<file path="src/rtl/regfile_param.sv">
// rtl/regfile_param.sv - parameterised register file with busy scoreboard and dedicated R0 write port
// Optional same-cycle write-to-read forwarding under `REGFILE_BYPASS_EN.
module regfile_param #(
  parameter int DATA_W = 16,
  parameter int ADDR_W = 4
) (
  input  logic                     clk,
  input  logic                     reset,
  input  logic [ADDR_W-1:0]        rd_addr1,
  input  logic [ADDR_W-1:0]        rd_addr2,
  output logic [DATA_W-1:0]        rd_data1,
  output logic [DATA_W-1:0]        rd_data2,
  output logic                     rd_busy1,
  output logic                     rd_busy2,
  input  logic                     wr_en,
  input  logic [ADDR_W-1:0]        wr_addr,
  input  logic [DATA_W-1:0]        wr_data,
  input  logic                     r0_wr_en,
  input  logic [DATA_W-1:0]        r0_wr_data,
  input  logic                     lock_en,
  input  logic [ADDR_W-1:0]        lock_addr,
  output logic [(2**ADDR_W)-1:0]   busy_vec
);

  localparam int NUM_REGS = 2**ADDR_W;

  logic [DATA_W-1:0]   regs [NUM_REGS];
  logic [NUM_REGS-1:0] busy;
  logic [NUM_REGS-1:0] busy_next;

  // Preset values are 16 bits wide; widen through a scratch vector so any DATA_W works.
  function automatic logic [DATA_W-1:0] preset(input int idx);
    logic [15:0]        v;
    logic [DATA_W+15:0] w;
    case (idx)
      0:       v = 16'h0000;
      1:       v = 16'h7B18;
      2:       v = 16'h245B;
      3:       v = 16'hFFFF;
      4:       v = 16'hF0FF;
      5:       v = 16'h0051;
      6:       v = 16'h6666;
      7:       v = 16'h00FF;
      8:       v = 16'hFF88;
      9:       v = 16'h0000;
      10:      v = 16'h0000;
      11:      v = 16'h3099;
      12:      v = 16'hCCCC;
      13:      v = 16'h0002;
      14:      v = 16'h0011;
      default: v = 16'h0000;
    endcase
    w = '0;
    w[15:0] = v;
    return w[DATA_W-1:0];
  endfunction

  // Clears first, then lock, so a same-cycle lock keeps the register busy.
  always_comb begin
    busy_next = busy;
    if (wr_en)    busy_next[wr_addr]   = 1'b0;
    if (r0_wr_en) busy_next[0]         = 1'b0;
    if (lock_en)  busy_next[lock_addr] = 1'b1;
  end

  always_ff @(posedge clk) begin
    if (reset) begin
      for (int i = 0; i < NUM_REGS; i++) begin
        regs[i[ADDR_W-1:0]] <= preset(i);
      end
      busy <= '0;
    end else begin
      // Main port is assigned last so it overrides the R0 port on a collision.
      if (r0_wr_en) regs[0]       <= r0_wr_data;
      if (wr_en)    regs[wr_addr] <= wr_data;
      busy <= busy_next;
    end
  end

  assign busy_vec = busy;

`ifdef REGFILE_BYPASS_EN
  always_comb begin
    rd_data1 = regs[rd_addr1];
    rd_busy1 = busy[rd_addr1];
    rd_data2 = regs[rd_addr2];
    rd_busy2 = busy[rd_addr2];
    if (!reset) begin
      if (r0_wr_en && rd_addr1 == '0) begin
        rd_data1 = r0_wr_data;
        rd_busy1 = 1'b0;
      end
      if (wr_en && wr_addr == rd_addr1) begin
        rd_data1 = wr_data;
        rd_busy1 = 1'b0;
      end
      if (r0_wr_en && rd_addr2 == '0) begin
        rd_data2 = r0_wr_data;
        rd_busy2 = 1'b0;
      end
      if (wr_en && wr_addr == rd_addr2) begin
        rd_data2 = wr_data;
        rd_busy2 = 1'b0;
      end
    end
  end
`else
  assign rd_data1 = regs[rd_addr1];
  assign rd_busy1 = busy[rd_addr1];
  assign rd_data2 = regs[rd_addr2];
  assign rd_busy2 = busy[rd_addr2];
`endif

endmodule
</file>
<file path="config.mk">
export PLATFORM = sky130hd
export DESIGN_NAME = regfile_param
export DESIGN_NICKNAME = d
export VERILOG_FILES = /design/src/rtl/regfile_param.sv
export SDC_FILE = /design/constraint.sdc
export NUM_CORES = 1
export LEC_CHECK = 0
export CAP_MARGIN = 20
export CORE_MARGIN = 2
export CORE_UTILIZATION = 52
export CTS_BUF_LIST = sky130_fd_sc_hd__clkbuf_4 sky130_fd_sc_hd__clkbuf_8
export DETAILED_ROUTE_END_ITERATION = 6
export GPL_ROUTABILITY_DRIVEN = 0
export PLACE_DENSITY = 0.75
export RECOVER_POWER = 100
export SYNTH_ARGS = -nofsm -noshare
export SYNTH_HDL_FRONTEND = slang
export SYNTH_SLANG_ARGS = --single-unit
</file>
<file path="constraint.sdc">
create_clock -name clk -period 2.1 [get_ports clk]
set_input_delay 0.21 -clock clk [delete_from_list [all_inputs] [get_ports clk]]
set_output_delay 0.21 -clock clk [all_outputs]
set_load 0.01 [all_outputs]
</file>
# Word level (Yosys, flattened, before mapping)
# Memory sizes are Yosys's and may differ from the RTL's.
# Index checks and enable logic that the tools add are counted.
# totals
ff_bits	16
mem_bits_rw	256
input_bits	53
out_inout_bits	50
wordCells	51
mem_count	1
# classes
order_cmp	6
n_mux	36
bitwise_logic	4
n_reduce_logical	3
# memory_table
memory	depth	word_bits	rd	rd_clocked_by_memory_dff	wr	line_no	rtl
regs	16	16	2	0	16	27	logic [DATA_W-1:0] regs [NUM_REGS];
# ops
op	n
16-bit two-way mux	17
4-bit by 5-bit < comparator with 1-bit output, second input constant	4
16-bit bitwise AND	1
16-bit NOT	1
16-bit bitwise OR	1
16-bit OR reduction	1
1-bit two-way mux	14
1-bit binary-select mux with 4-bit select	2
1-bit demux with 4-bit select	2
4-bit by 1-bit greater-or-equal comparator with 1-bit output, second input constant	2
4-bit two-way mux	1
1-bit logical AND	2
1-bit bitwise OR	1

# Logic depth before layout (Yosys ltp)
# Gate-level depths: netlist (run 1).
# logic_depth
ltp_word	10
mapped_depth	6

# Least setup slack after synthesis (run 1)
# OpenSTA, ideal clock, no wires.
# synth_timing
path_type	input-to-reg
from	input port wr_addr[0]
to	memory regs[12][0], enable pin
setup_ns	0.392
arrival_time_ns	1.594
slack_ns	0.113
cell_stages	4
n_path_buf	2
path_cell_list	or2_1 clkbuf_1 clkbuf_1 o21bai_1
# synth_rtl
item	line_no	rtl
start: declaration	16	input logic [ADDR_W-1:0] wr_addr,
end: declaration	27	

==> metrics.txt, run 1 <==
max-cap violations=0; Post-Syn Nets=1069; total iterations of the first detailed-routing run=5; maximum clock path buffer count=3; Seq pwr share=0.495; Die Ht=around 170 um; vias in the first global route=10900; Final Max Tran Viols=0; antenna cells=0; CTS Buf Count=47; CTS H-tree lvls=2; WL per Instance=between 20 and 30 um; Mean Syn Cell Area=roughly 14 um^2; drt total wl=44400 um; final worst path period share=1.06; Area growth, synth to finish=21.6%; Starting DRT DRC Count=around 1300; CP arrival=approximately 2.0 ns; CP Launch Type=flop; antenna violations before repair=0; multi-input logic area=6340 um^2; max_slew headroom=0.266; Max Used Layer=met4; grt total ovfl=0; Hold Path Depth=3; IO Count=slightly above 100; unrepaired setup endpoints after global routing=true; register area share after synthesis=0.547; Via Count=about 11000; crit path time final=approximately 2.2 ns; CTS tree=done; WS Path Type=flop to output port; CP endpoint kind=output port; Max Freq=448 MHz; routed wl met2=between 20000 and 25000 um; DRT antenna net count=0; Layout Cells excl Fill=roughly 1600; # fillers=roughly 2000; critical path's largest stage delay=slightly above 0.5 ns; Clock Power Share=0.350; vias per inst=around 6.6; NumNets Final=~1200; worst-path cell chain=mux4_2 -> a22oi_2 -> nand2_1 -> buf_2; failing checks=setup timing; CORE AREA=27700 um^2; worst-case hold slack=between 0.3 and 0.4 ns; Final Cell Area=roughly 18000 um^2; Leak=between 6 and 7 nW; Row Count=between 60 and 70; Pint=roughly 9.7 mW; first-pass GRT wire length=around 66000 um; Synth Instances=just over 1000; Clock Latency Late Sink=0.55 ns; status=finished, violations left; Synthesis Warnings=0; share of cells above drive strength 1=0.341; setup ws final=-0.131 ns; Clock Skew=0 ns; largest net degree at the start of global routing=32; Final Hold Viols=0; count of cell types in the netlist=36; slowest CP cell=mux4_2; worst reg2reg path depth=2; clk sinks=272; WP data required=1.89 ns; pwr dens=around 730 nW/um^2; Reg clk slew, reported paths=~0.050 ns; die footprint=around 30000 um^2; Switching Share=0.255; root buffer cell=clkbuf_8; Starting Density=0.528; M1 WL=between 15000 and 20000 um; DP Area=roughly 17000 um^2; Reg area=~8000 um^2; overall global routing resource usage=0.309; DP Wirelength=around 30000 um; Cells after DPL=1523; Peak VDD IR=about 0.56 mV; CP max FO=2; min-delay worst type=input pin to flop; Worst Max-Slew Pin Slew=around 1.1 ns; final setup TNS=-1.97 ns; setup violators final=32; combinational power share=0.155; die width=around 170 um; synthesized area=~15000 um^2; switching component of the power=between 3 and 4 mW; DRC Markers=0; IO buf count=102; Synth Register Bits=approximately 270; met3 wire length=about 4500 um; total power=13.0 mW
routing by layer:
metal  vias to the layer above  global-route usage
li1                       4383                   -
met4                         0               0.150
met2                       758               0.515
met5                         -                   0
met3                       148              0.0640
met1                      5277               0.387
power groups by stage:
stage / combinational [mW] / clock, mW / sequential (mW)
4_1_cts: 2.06 / 4.59 / 6.45
6_report: 2.02 / 4.56 / 6.46
3_3_place_gp: 1.99 / 0 / 6.52
5_1_grt: 2.12 / 4.84 / 6.48
3_5_place_dp: 2.02 / 0 / 6.56
2_1_floorplan: 1.07 / 0 / 6.46
critical path, delay by kind of cell, from the launching register on:
kind,cells,cell delay (ns)
mux,1,0.51
flops,1,0.44
compound gates,1,0.25
buf+inv,1,0.15
simple gates,1,0.11
cell type report:
type,instances,area share
timing repair buffer,238,0.115
multi-input combinational,624,0.357
clock buffer,71,0.0465
tap,378,0.0266
inverter,13,0.00274
sequential,272,0.450
clock inverter,11,0.00253
Yosys cell counts, drive strengths merged:
library cell / instances / area (um^2)
edfxtp: 256 / 7690
and2: 137 / 857
mux4: 136 / 3060
or3: 89 / 557
clkbuf: 74 / 278
a22oi: 68 / 510
nand2: 48 / 180
buf: 33 / 224
a21oi: 21 / 105
nand3: 19 / 95.1
and3: 18 / 113
o211ai: 17 / 128
dfxtp: 16 / 320
nor2: 16 / 62.6
inv: 13 / 48.8
o21ai: 12 / 60.1
a21o: 11 / 82.6
nor2b: 6 / 37.5
and3b: 4 / 35.0
nor3b: 4 / 30.0
o21bai: 4 / 30.0
nand2b: 2 / 12.5
nand4bb: 2 / 22.5
o22ai: 2 / 12.5
a211o: 1 / 8.76
nand3b: 1 / 7.51
nand4b: 1 / 8.76
nor4b: 1 / 15.0
o32ai: 1 / 8.76
or2: 1 / 6.26
or3b: 1 / 8.76
or4b: 1 / 13.8
placed cells by master (no fill, tap or decap), types with 4 or more instances in the layout:
master	n
clkbuf_2	15
a21oi_1	21
and3b_1	4
buf_2	25
and3_1	18
buf_6	13
a22oi_2	48
mux4_2	136
nor2_1	15
nor2b_1	6
clkbuf_1	28
o211ai_1	17
a21o_1	11
and2_1	63
clkdlybuf4s50_1	46
and2_0	74
a22oi_1	20
or3_1	89
clkbuf_4	28
nand3_1	19
inv_1	13
dfxtp_1	13
edfxtp_1	256
dlygate4sd3_1	18
o21ai_0	9
buf_4	69
clkbuf_8	47
o21bai_1	4
nand2_2	9
nand2_1	37
clkinv_1	10
buf_12	20
flip-flops by register name, indices dropped and copies added, names as in the netlist:
signal / count
regs: 256
busy_vec: 16
path summary, 6_finish.rpt:
check	from	endpoint	slack, ns
min	lock_en	busy_vec[15]$_SDFF_PP0_	0.35
max	regs[3][1]$_SDFFCE_PN1P_	rd_data2[1]	-0.13
min reg2reg	busy_vec[15]$_SDFF_PP0_	busy_vec[15]$_SDFF_PP0_	0.50
max reg2reg	busy_vec[2]$_SDFF_PP0_	busy_vec[2]$_SDFF_PP0_	1.36
kinds of logic after synthesis:
logic type / Yosys count / synth area share
and+or+nand+nor: 351 / 0.141
buffers and inverters: 120 / 0.0376
muxes: 136 / 0.209
AOI/OAI and AO/OA: 137 / 0.0647
DFF: 272 / 0.547
repair_timing:
item                                    CTS  global route
endpoints found under the setup margin   34            33
buffers inserted                          1             0
gates cloned                              0             0
pin swaps                                62             6
hold buffers                              0             0
gates resized for setup                 197            17
metrics by stage:
stage | util | worst slack [ns]
final | 0.642 | -0.131
after global routing | 0.642 | -0.161
after CTS | 0.652 | -0.148
after detailed placement | 0.617 | -0.279
after global placement | 0.616 | -0.245
after floorplan | - | 0.113
Note: power is estimated with default switching activity, not from simulation.
==> inputs of run 2 (changes only) <==
--- a/config.mk
+++ b/config.mk
@@ -13,6 +13,7 @@
 export GPL_ROUTABILITY_DRIVEN = 0
 export PLACE_DENSITY = 0.75
 export RECOVER_POWER = 100
+export SLEW_MARGIN = 20
 export SYNTH_ARGS = -nofsm -noshare
 export SYNTH_HDL_FRONTEND = slang
 export SYNTH_SLANG_ARGS = --single-unit
==> run 2 against run 1 <==
Compared with the run above:
- the flow still finishes with violations (setup timing)
- utilization is 0.095 points lower
- sequential power hardly changed
- critical path type unchanged
- final area is 0.15% lower
- register-to-register slack hardly changed
- maximum frequency is 4.0% lower
- largest cell class unchanged
==> metrics.txt, run 2 (same netlist as run 1, synthesis figures left out) <==
commonest non-fill, non-tap cells in the layout=edfxtp_1 (256), mux4_2 (136), and2_1 (103), or3_1 (89), buf_4 (82); CP arrival=2.11 ns (+0.09 ns); status=finished, violations left; # fillers=2011 (+0.25%); unrepaired setup endpoints after global routing=true; Die Ht=172 um (unchanged); first-pass GRT wire length=65800 um (+0.16%); drt total wl=44500 um (+0.29%); Final Hold Viols=0 (unchanged); antenna cells=0 (unchanged); Cells after DPL=1523 (unchanged); Starting Density=0.528 (unchanged); max-cap violations=0 (unchanged); final setup TNS=-5.00 ns (-3.03 ns); Layout Cells excl Fill=1607 (unchanged); Top reg by flops=regs; most common cell after layout, fill and taps aside=edfxtp_1; max_slew headroom=0.258 (-0.00771); CTS Buf Count=46 (-2.1%); Area growth, synth to finish=21.4%; DRT antenna net count=0 (unchanged); die width=172 um (unchanged); share of cells above drive strength 1=0.351 (+0.00976); min-delay worst type=input pin to flop; Layout Utilization=0.641 (-0.000948); worst-case hold slack=0.350 ns (-0.000728 ns); DRC Markers=0 (unchanged); CTS H-tree lvls=2 (unchanged); Final Max Tran Viols=0 (unchanged); root buffer cell=clkbuf_8; Clock Skew=0 ns (unchanged); maximum clock path buffer count=3 (unchanged); Starting DRT DRC Count=1218 (-4.2%); IO buf count=102 (unchanged); Reg clk slew, reported paths=0.06 ns (about the same); setup ws final=-0.223 ns (-0.0924 ns); Peak VDD IR=0.427 mV (-24%); Via Count=10500 (-0.63%); IO Count=103 (unchanged); WS Path Type=flop to output port; CP endpoint kind=output port; CP Launch Type=flop; failing checks=setup timing; crit path time final=2.32 ns (+0.0924 ns); max FFs per register=256 (unchanged); clk sinks=272 (unchanged); Row Count=61 (unchanged); CTS tree=done; Max Freq=430 MHz (-4.0%); final worst path period share=1.11 (+0.0440); setup violators final=59 (+84%); largest net degree at the start of global routing=32 (unchanged); antenna violations before repair=0 (unchanged); worst reg2reg setup slack=1.35 ns (about the same); NumNets Final=1248 (-0.080%); Clock Latency Late Sink=0.55 ns (about the same); Worst Max-Slew Pin Slew=1.10 ns (+0.000149 ns); CORE AREA=27700 um^2 (unchanged); vias in the first global route=10900 (-0.018%); CP max FO=2 (unchanged); Leak=6.20 nW (+0.96%); grt total ovfl=0 (unchanged); vias per inst=6.53 (-0.63%); die footprint=29500 um^2 (unchanged); DP Wirelength=30200 um (-0.19%); WL per Instance=27.7 um (+0.29%); total iterations of the first detailed-routing run=5 (unchanged); overall global routing resource usage=0.309 (+0.000884); WP data required=1.89 ns (about the same); pwr dens=724 nW/um^2 (-1.3%)
[run 2: cell types whose count changed in the layout (fill, tap and decap cells not counted), moves of 2 or more]
| cell | previous run | this run |
|---|---|---|
| and2_0 | 74 | 34 |
| and2_1 | 63 | 103 |
| clkbuf_4 | 28 | 12 |
| buf_4 | 69 | 82 |
| clkbuf_1 | 28 | 15 |
| clkinv_2 | 0 | 11 |
| clkbuf_2 | 15 | 19 |
| clkinv_1 | 10 | 13 |
| dfxtp_1 | 13 | 10 |
| dfxtp_2 | 3 | 6 |
| buf_6 | 13 | 11 |
| clkdlybuf4s50_1 | 46 | 44 |
| dlygate4sd3_1 | 18 | 20 |
[run 2: path summary, 6_finish.rpt]
check | start | cells past startpoint | to
worst min-delay path | lock_addr[2] | 3 | busy_vec[12]$_SDFF_PP0_
worst max register to register | busy_vec[12]$_SDFF_PP0_ | 2 | busy_vec[12]$_SDFF_PP0_
worst min register to register | busy_vec[15]$_SDFF_PP0_ | 2 | busy_vec[15]$_SDFF_PP0_
worst max-delay path | regs[0][2]$_DFFE_PP_ | 5 | rd_data2[2]
[run 2: area by class of cell]
| type | instances | area, um^2 | share of cell area |
|---|---|---|---|
| clock buffers | 55 | 701 | 0.0394 |
| repair buffers | 238 | 2060 | 0.116 |
| well taps | 378 | 473 | 0.0266 |
| multi-input cells | 624 | 6340 | 0.357 |
| flip-flops and latches | 272 | 8020 | 0.451 |
| inverters | 13 | 48.8 | 0.00275 |
| clock inverters | 27 | 128 | 0.00718 |
[run 2: report_power, final]
| group | internal [mW] | total (mW) | switching (mW) | leakage, nW |
|---|---|---|---|---|
| combinational | 0.969 | 2.03 | 1.06 | 3.12 |
| clock | 2.21 | 4.37 | 2.16 | 0.440 |
| sequential | 6.26 | 6.46 | 0.194 | 2.64 |
| total | 9.45 | 12.9 | 3.41 | 6.20 |
[run 2: metal layers]
| layer | global-route usage | wire length [um] | vias to the layer above |
|---|---|---|---|
| li1 | - | - | 4385 |
| met1 | 0.381 | 15900 | 5219 |
| met2 | 0.521 | 21900 | 735 |
| met3 | 0.0612 | 4190 | 160 |
| met4 | 0.161 | 2460 | 0 |
| met5 | 0 | 0 | - |
[run 2: worst max-delay path, cell delays in order, from the launching register on]
cell and delay, ns:
edfxtp_1 0.42, buf_4 0.16, mux4_2 0.51, a22oi_2 0.24, nand2_1 0.09, buf_2 0.15
[run 2: per-stage QoR]
| step | area (um^2) | setup WS (ns) | total power [mW] |
|---|---|---|---|
| global placement | 17100 | -0.245 | 8.51 |
| global route | 17800 | -0.250 | 13.2 |
| CTS | 18000 | -0.231 | 12.9 |
| finish | 17800 | -0.223 | 12.9 |
| detailed placement | 17100 | -0.281 | 8.58 |
| floorplan | 14600 | 0.113 | 7.53 |
[run 2: repair_timing]
action                                  4_1_cts  5_1_grt
setup buffers                                 2        1
endpoints found under the setup margin       34       33
resized for setup                           195       18
pin swaps                                    55        7
hold buffers                                  0        0
